--- src/rtl/lcd_timing_pkg.sv ---
// Shared types and 800x480 default timing for the LCD RGB timing generator.
package lcd_timing_pkg;

  typedef enum logic [1:0] {
    ST_IDLE = 2'd0,
    ST_RUN  = 2'd1,
    ST_STOP = 2'd2
  } lcd_state_e;

  // Counter width covers totals up to 4095 clocks/lines.
  localparam int unsigned CNT_W = 12;

  localparam int unsigned DEF_H_SYNC  = 128;
  localparam int unsigned DEF_H_BACK  = 88;
  localparam int unsigned DEF_H_DISP  = 800;
  localparam int unsigned DEF_H_FRONT = 40;
  localparam int unsigned DEF_V_SYNC  = 2;
  localparam int unsigned DEF_V_BACK  = 33;
  localparam int unsigned DEF_V_DISP  = 480;
  localparam int unsigned DEF_V_FRONT = 10;

  function automatic int unsigned lcd_total(input int unsigned sync_w,
                                            input int unsigned back_w,
                                            input int unsigned disp_w,
                                            input int unsigned front_w);
    return sync_w + back_w + disp_w + front_w;
  endfunction

endpackage

--- src/rtl/lcd_sync_cnt.sv ---
// Horizontal/vertical position counter pair; exposes next-cycle position so
// the top can register its outputs in step with the counters.
module lcd_sync_cnt
  import lcd_timing_pkg::*;
#(
  parameter int unsigned H_TOTAL = 1056,
  parameter int unsigned V_TOTAL = 525
) (
  input  logic             clk_i,
  input  logic             rst_ni,
  input  logic             run_i,
  output logic [CNT_W-1:0] h_nxt_o,
  output logic [CNT_W-1:0] v_nxt_o,
  output logic             frame_end_o
);

  localparam logic [CNT_W-1:0] H_MAX = CNT_W'(H_TOTAL - 1);
  localparam logic [CNT_W-1:0] V_MAX = CNT_W'(V_TOTAL - 1);

  logic [CNT_W-1:0] h_q, h_d;
  logic [CNT_W-1:0] v_q, v_d;
  logic             h_last, v_last;

  assign h_last      = (h_q == H_MAX);
  assign v_last      = (v_q == V_MAX);
  assign frame_end_o = run_i & h_last & v_last;

  always_comb begin
    h_d = h_q;
    v_d = v_q;
    if (!run_i) begin
      h_d = '0;
      v_d = '0;
    end else if (h_last) begin
      h_d = '0;
      v_d = v_last ? '0 : v_q + 1'b1;
    end else begin
      h_d = h_q + 1'b1;
    end
  end

  always_ff @(posedge clk_i or negedge rst_ni) begin
    if (!rst_ni) begin
      h_q <= '0;
      v_q <= '0;
    end else begin
      h_q <= h_d;
      v_q <= v_d;
    end
  end

  assign h_nxt_o = h_d;
  assign v_nxt_o = v_d;

endmodule

--- src/rtl/lcd_rgb_timing.sv ---
// RGB parallel LCD timing generator: syncs, data enable, lead-time pixel
// requests and a registered pixel path, with graceful end-of-frame stop.
module lcd_rgb_timing
  import lcd_timing_pkg::*;
#(
  parameter int unsigned H_SYNC   = DEF_H_SYNC,
  parameter int unsigned H_BACK   = DEF_H_BACK,
  parameter int unsigned H_DISP   = DEF_H_DISP,
  parameter int unsigned H_FRONT  = DEF_H_FRONT,
  parameter int unsigned V_SYNC   = DEF_V_SYNC,
  parameter int unsigned V_BACK   = DEF_V_BACK,
  parameter int unsigned V_DISP   = DEF_V_DISP,
  parameter int unsigned V_FRONT  = DEF_V_FRONT,
  parameter int unsigned RGB_W    = 24,
  parameter int unsigned REQ_LEAD = 2,
  parameter logic        SYNC_POL = 1'b0
) (
  input  logic             sys_clk,
  input  logic             sys_rst_n,
  input  logic             en,
  input  logic [RGB_W-1:0] pixel_data,
  output logic             data_req,
  output logic [10:0]      pixel_x,
  output logic [10:0]      pixel_y,
  output logic             lcd_de,
  output logic             lcd_hs,
  output logic             lcd_vs,
  output logic [RGB_W-1:0] lcd_rgb,
  output logic             lcd_bl,
  output logic             frame_start,
  output logic [15:0]      frame_cnt,
  output logic             busy
);

  localparam int unsigned H_TOTAL = lcd_total(H_SYNC, H_BACK, H_DISP, H_FRONT);
  localparam int unsigned V_TOTAL = lcd_total(V_SYNC, V_BACK, V_DISP, V_FRONT);

  localparam logic [CNT_W-1:0] H_SYNC_C = CNT_W'(H_SYNC);
  localparam logic [CNT_W-1:0] H_ACT_S  = CNT_W'(H_SYNC + H_BACK);
  localparam logic [CNT_W-1:0] H_ACT_E  = CNT_W'(H_SYNC + H_BACK + H_DISP);
  localparam logic [CNT_W-1:0] H_REQ_S  = CNT_W'(H_SYNC + H_BACK - REQ_LEAD);
  localparam logic [CNT_W-1:0] H_REQ_E  = CNT_W'(H_SYNC + H_BACK + H_DISP - REQ_LEAD);
  localparam logic [CNT_W-1:0] V_SYNC_C = CNT_W'(V_SYNC);
  localparam logic [CNT_W-1:0] V_ACT_S  = CNT_W'(V_SYNC + V_BACK);
  localparam logic [CNT_W-1:0] V_ACT_E  = CNT_W'(V_SYNC + V_BACK + V_DISP);

  lcd_state_e       state_q, state_d;
  logic [CNT_W-1:0] h_nxt, v_nxt;
  logic             frame_end;
  logic             run_q, run_d;

  logic             de_d, req_d, hs_d, vs_d, fs_d;
  logic [10:0]      px_d, py_d;
  logic [RGB_W-1:0] rgb_d;
  logic             h_act, v_act, h_req;

  logic             de_q, req_q, hs_q, vs_q, fs_q, bl_q;
  logic [10:0]      px_q, py_q;
  logic [RGB_W-1:0] rgb_q;
  logic [15:0]      frame_cnt_q;

  assign run_q = (state_q != ST_IDLE);

  lcd_sync_cnt #(
    .H_TOTAL(H_TOTAL),
    .V_TOTAL(V_TOTAL)
  ) u_cnt (
    .clk_i      (sys_clk),
    .rst_ni     (sys_rst_n),
    .run_i      (run_q),
    .h_nxt_o    (h_nxt),
    .v_nxt_o    (v_nxt),
    .frame_end_o(frame_end)
  );

  always_ff @(posedge sys_clk or negedge sys_rst_n) begin
    if (!sys_rst_n) state_q <= ST_IDLE;
    else            state_q <= state_d;
  end

  // STOP keeps counting so the current frame always finishes before IDLE.
  always_comb begin
    state_d = state_q;
    case (state_q)
      ST_IDLE: if (en) state_d = ST_RUN;
      ST_RUN:  if (!en) state_d = ST_STOP;
      ST_STOP: begin
        if (en)             state_d = ST_RUN;
        else if (frame_end) state_d = ST_IDLE;
      end
      default: state_d = ST_IDLE;
    endcase
  end

  // Outputs are decoded from the next position so the registered outputs
  // line up with the counter values of the same cycle.
  always_comb begin
    run_d = (state_d != ST_IDLE);
    h_act = (h_nxt >= H_ACT_S) && (h_nxt < H_ACT_E);
    v_act = (v_nxt >= V_ACT_S) && (v_nxt < V_ACT_E);
    h_req = (h_nxt >= H_REQ_S) && (h_nxt < H_REQ_E);
    de_d  = run_d && h_act && v_act;
    req_d = run_d && h_req && v_act;
    hs_d  = (run_d && (h_nxt < H_SYNC_C)) ? SYNC_POL : ~SYNC_POL;
    vs_d  = (run_d && (v_nxt < V_SYNC_C)) ? SYNC_POL : ~SYNC_POL;
    fs_d  = run_d && (h_nxt == '0) && (v_nxt == '0);
    px_d  = req_d ? 11'(h_nxt - H_REQ_S) : '0;
    py_d  = req_d ? 11'(v_nxt - V_ACT_S) : '0;
    rgb_d = de_d ? pixel_data : '0;
  end

  always_ff @(posedge sys_clk or negedge sys_rst_n) begin
    if (!sys_rst_n) begin
      de_q        <= 1'b0;
      req_q       <= 1'b0;
      hs_q        <= ~SYNC_POL;
      vs_q        <= ~SYNC_POL;
      fs_q        <= 1'b0;
      px_q        <= '0;
      py_q        <= '0;
      rgb_q       <= '0;
      bl_q        <= 1'b0;
      frame_cnt_q <= '0;
    end else begin
      de_q  <= de_d;
      req_q <= req_d;
      hs_q  <= hs_d;
      vs_q  <= vs_d;
      fs_q  <= fs_d;
      px_q  <= px_d;
      py_q  <= py_d;
      rgb_q <= rgb_d;
      bl_q  <= 1'b1;
      if (frame_end) frame_cnt_q <= frame_cnt_q + 16'd1;
    end
  end

  assign lcd_de      = de_q;
  assign data_req    = req_q;
  assign lcd_hs      = hs_q;
  assign lcd_vs      = vs_q;
  assign frame_start = fs_q;
  assign pixel_x     = px_q;
  assign pixel_y     = py_q;
  assign lcd_rgb     = rgb_q;
  assign lcd_bl      = bl_q;
  assign frame_cnt   = frame_cnt_q;
  assign busy        = run_q;

endmodule

--- config.mk ---
export PLATFORM = sky130hd
export DESIGN_NAME = lcd_rgb_timing
export DESIGN_NICKNAME = d
export VERILOG_FILES = /design/src/rtl/lcd_timing_pkg.sv /design/src/rtl/lcd_sync_cnt.sv /design/src/rtl/lcd_rgb_timing.sv
export SDC_FILE = /design/constraint.sdc
export NUM_CORES = 1
export LEC_CHECK = 0
export ABC_CLOCK_PERIOD_IN_PS = 2800
export CAP_MARGIN = 20
export CORE_MARGIN = 4
export CORE_UTILIZATION = 45
export CTS_BUF_LIST = sky130_fd_sc_hd__clkbuf_4 sky130_fd_sc_hd__clkbuf_8
export CTS_CLUSTER_SIZE = 30
export DETAILED_ROUTE_END_ITERATION = 7
export PLACE_DENSITY = 0.74
export SYNTH_ARGS = -nofsm -noshare
export SYNTH_HDL_FRONTEND = slang
export SYNTH_SLANG_ARGS = --single-unit
--- constraint.sdc ---
create_clock -name sys_clk -period 2.8 [get_ports sys_clk]
set_input_delay 0.56 -clock sys_clk [delete_from_list [all_inputs] [get_ports sys_clk]]
set_output_delay 0.56 -clock sys_clk [all_outputs]
set_load 0.005 [all_outputs]
==> summary.md <==
| Metric | Value |
|---|---|
| Met1 Resource Use GR | 0.2452 |
| Final Util | 0.6991 |
| Worst vdd ir | 0.2608 mV |
| Share of cells above drive strength 1 | 0.3349 |
| Vias per inst | 5.437 |
| Design Power | 0.002590 W |
| Overall routing resource usage | 0.2076 |
| Instance count on the critical path | 13 |
| Clock Sink Count | 94 |
| Synthesized area per cell | 10.77 um^2 |
| Crit path time final | 2.881 ns |
| Synth warn | 0 |
| Root Driver | clkbuf_8 |
| Die Span Y | 110.8 um |
| Final setup TNS | -2.238 ns |
| Starting Density | 0.4609 |
| Slew @ Worst Pin | 0.7342 ns |
| WL/cell | 17.47 um |
| First-pass DRT Iterations | 5 |
| Max Cap Violations | 0 |
| Adder-cell share of the synthesized area | 0.02051 |
| Startpoint types | flip-flop |
| R2r worst-path depth | 13 |
| Core Rows | 37 |
| ANT cells | 0 |
| # port buffers | 95 |
| Worst R2R Setup Slack | -0.08 ns |
| Pwr dens | 358.8 nW/um^2 |
| CP Max Fanout | 6 |
| Outcome | finished, violations left |
| Crit end category | flip-flop |
| Chip width | 110.8 um |
| Final Max Tran Viols | 0 |
| Number of global-route vias before repair | 4234 |
| Clock insertion delay at the later pin of the skew report | 0.37 ns |
| Netlist cell types | 69 |
| Final worst path period share | 1.029 |
| CTS tree | built |
| H-tree levels | 3 |
| Gpl congestion | 0.9244 |
| Final hold slack | 0.2518 ns |
| Largest family of logic cells by synthesized area | simple AND/OR/NAND/NOR gates |
| Count of state elements after synthesis | 94 |
| FFs w/ async S/R, synth | 1.000 |
| Top delay family on crit path | simple AND/OR/NAND/NOR gates |
| Inserted Clock Buffers | 9 |
| Simple-gate share of the synthesized area | 0.2506 |
| ANT nets after route | 0 |
| Cell Area, Synth | 4758 um^2 |
| Final nets | 659 |
| Critical path buffers and inverters | 4 |
| Post-synth EDFFs | 0 |
| Grt met3 use | 0.05022 |
| Met2 global-route usage | 0.3608 |
| Seq/Total Area, Yosys | 0.4949 |
| Via count | 4165 |
| Slowest stage delay, CP | 0.59 ns |
| Hold crit path type | primary input to async pin |
| 1st-iter DRT viols | 269 |
| Post-synthesis net count | 476 |
| DRC viols | 0 |
| Final worst setup slack | -0.08109 ns |
| Cell repeated most along the worst path | buf_6 |
| Reg clk slew, reported paths | 0.09 ns |
| Final hold violations | 0 |
| Slew HR | 0.5105 |
| Most used flip-flop cell after synthesis | dfrtp_1 |
| Pin count of the biggest net entering global routing | 59 |
| Max Fclk | 0.3471 GHz |
| Synth Area in Compound Gates | 0.1075 |
| Routed wire length | 13.38 mm |
| Post-DP HPWL | 9.224 mm |
| Worst path slowest cell | or4b_4 |
| Gr ovfl total | 0 |
| WP data arrival | 3.19 ns |
| CP cell instances | or4b_4 > nor3_4 > nand3_1 > a21oi_2 > ha_2 > inv_2 > a22oi_2 > o21ai_2 > buf_4 > a211oi_4 > buf_6 > buf_6 > and2_4 |
| Ports | 96 |
| Clk buf depth | 2 |
| Violated checks | setup timing |
| Cells after Synth | 442 |
| Post-Synth XOR/XNOR Area | 0.08099 |
| P_leak | 3.192 nW |
| Die area | 12280 um^2 |
| Core ar. | 10320 um^2 |
| Setup violators final | 41 |
| Unrepaired setup endpoints after global routing | yes |
| Post-synthesis mux area share | 0.01183 |
| Hold_buf cts | 0 |
| CP Class | flip-flop to flip-flop |
| Initial antenna violation count | 0 |
| Setup Skew | 0.01835 ns |
| WP data required | 3.11 ns |
| Area Growth Syn to Fin | 51.67% |
| Global-route wire length before repair | 20.75 mm |
| Busiest layer in global routing | met2 |
## logic make-up after synthesis
logic type / Yosys count
AO/OA/AOI/OAI: 72
XOR/XNOR: 44
adder cells (fa/ha/maj): 8
buffers and inverters: 32
flip-flops: 94
multiplexers: 5
other: 2
AND/OR/NAND/NOR: 185
## layout by cell type (no fill, tap or decap), types with 9 or more instances in the layout
cell,instances
xnor2_1,28
buf_6,10
nor3_2,14
nand2_1,23
and3_1,9
nand4_1,10
nand3_1,11
dfrtp_1,92
clkdlybuf4s50_1,94
and2_4,16
nor3_4,10
o21ai_0,11
a21oi_1,19
clkbuf_8,10
nor2_1,25
inv_1,12
xor2_1,15
buf_4,78
## repair_timing
action	in CTS	in global routing
endpoints found under the hold margin	0	0
gates cloned	3	5
buffers inserted	5	9
setup endpoints to repair	46	49
pin swaps	14	24
resized for setup	31	55
## area by class of cell
| class | instances | area (um^2) |
|---|---|---|
| Sequential cell | 94 | 2355 |
| Timing Repair Buffer | 190 | 1819 |
| Multi-Input combinational cell | 316 | 2634 |
| Clock inverter | 5 | 41.29 |
| Inverter | 14 | 52.55 |
| Tap cell | 136 | 170.2 |
| Fill cell | 715 | 3107 |
| Clock buffer | 11 | 145.1 |
## cell usage after synthesis (3+ instances only)
library cell   n  area share
dfrtp_1       92        0.48
xnor2_1       28       0.052
nor2_1        27       0.021
and2_1        24       0.032
nand2_1       23       0.018
a21oi_1       22       0.023
nor3_2        18       0.038
xor2_1        16       0.029
inv_1         13       0.010
nand3_1       13       0.014
o21ai_0       12       0.013
and3_1        11       0.014
nor3_1        11       0.012
nand4_1       10       0.013
clkbuf_1       8      0.0063
or3_1          8       0.011
ha_1           7       0.018
and4_1         5      0.0092
buf_2          5      0.0053
nor4_1         5      0.0066
or2_2          4      0.0053
or4_1          4      0.0063
a211oi_1       3      0.0047
a21boi_0       3      0.0047
buf_4          3      0.0047
mux2i_1        3      0.0063
nand2b_1       3      0.0039
nand3b_1       3      0.0047
nor3b_2        3      0.0079
o21a_1         3      0.0047
o22ai_1        3      0.0039
## path summary, 6_finish.rpt
path,from,endpoint
min in group sys_clk,frame_cnt[15]$_DFFE_PN0P_,frame_cnt[15]$_DFFE_PN0P_
worst max register to register,u_cnt.h_q[6]$_DFF_PN0_,lcd_rgb[9]$_DFF_PN0_
worst min register to register,frame_cnt[15]$_DFFE_PN0P_,frame_cnt[15]$_DFFE_PN0P_
max in group asynchronous,sys_rst_n,u_cnt.v_q[6]$_DFF_PN0_
worst min-delay path,sys_rst_n,frame_cnt[14]$_DFFE_PN0P_
worst max-delay path,u_cnt.h_q[6]$_DFF_PN0_,lcd_rgb[9]$_DFF_PN0_
## per-layer routing
layer,vias to the layer above,part of all wire
met5,-,0
met4,0,0.022
met3,38,0.060
met2,165,0.52
met1,2026,0.40
li1,1936,-
## worst reg2reg max path: cells and delay by family (launching register included)
kind / cells / cell delay (ns)
adder cells (fa/ha/maj): 1 / 0.23
flip-flops: 1 / 0.41
AND/OR/NAND/NOR: 4 / 1.05
buffers and inverters: 4 / 0.47
AO/OA/AOI/OAI: 4 / 0.64
## per-stage QoR
step                area [um^2]  cells  worst slack [ns]
CTS                        6787    752          -0.01384
global route               7217    766           -0.1798
detailed placement         6391    728           -0.1470
finish                     7217    766          -0.08109
global placement           6391    728          -0.05985
floorplan                  4773    442          0.006879
## report_power, final
part           switching (W)  leakage, nW  internal [W]
combinational       0.000177         1.81      0.000159
sequential         0.0000226         1.29       0.00138
clock               0.000487       0.0900      0.000365
total               0.000687         3.19       0.00190
## state kept, by name (all words and copies together) (netlist names)
| signal | count |
|---|---|
| data_req | 1 |
| frame_cnt | 16 |
| frame_start | 1 |
| lcd_bl | 1 |
| lcd_de | 1 |
| lcd_hs | 1 |
| lcd_rgb | 24 |
| lcd_vs | 1 |
| pixel_x | 11 |
| pixel_y | 11 |
| state_q | 2 |
| u_cnt.h_q | 12 |
| u_cnt.v_q | 12 |
Note: power is estimated with default switching activity, not from simulation.
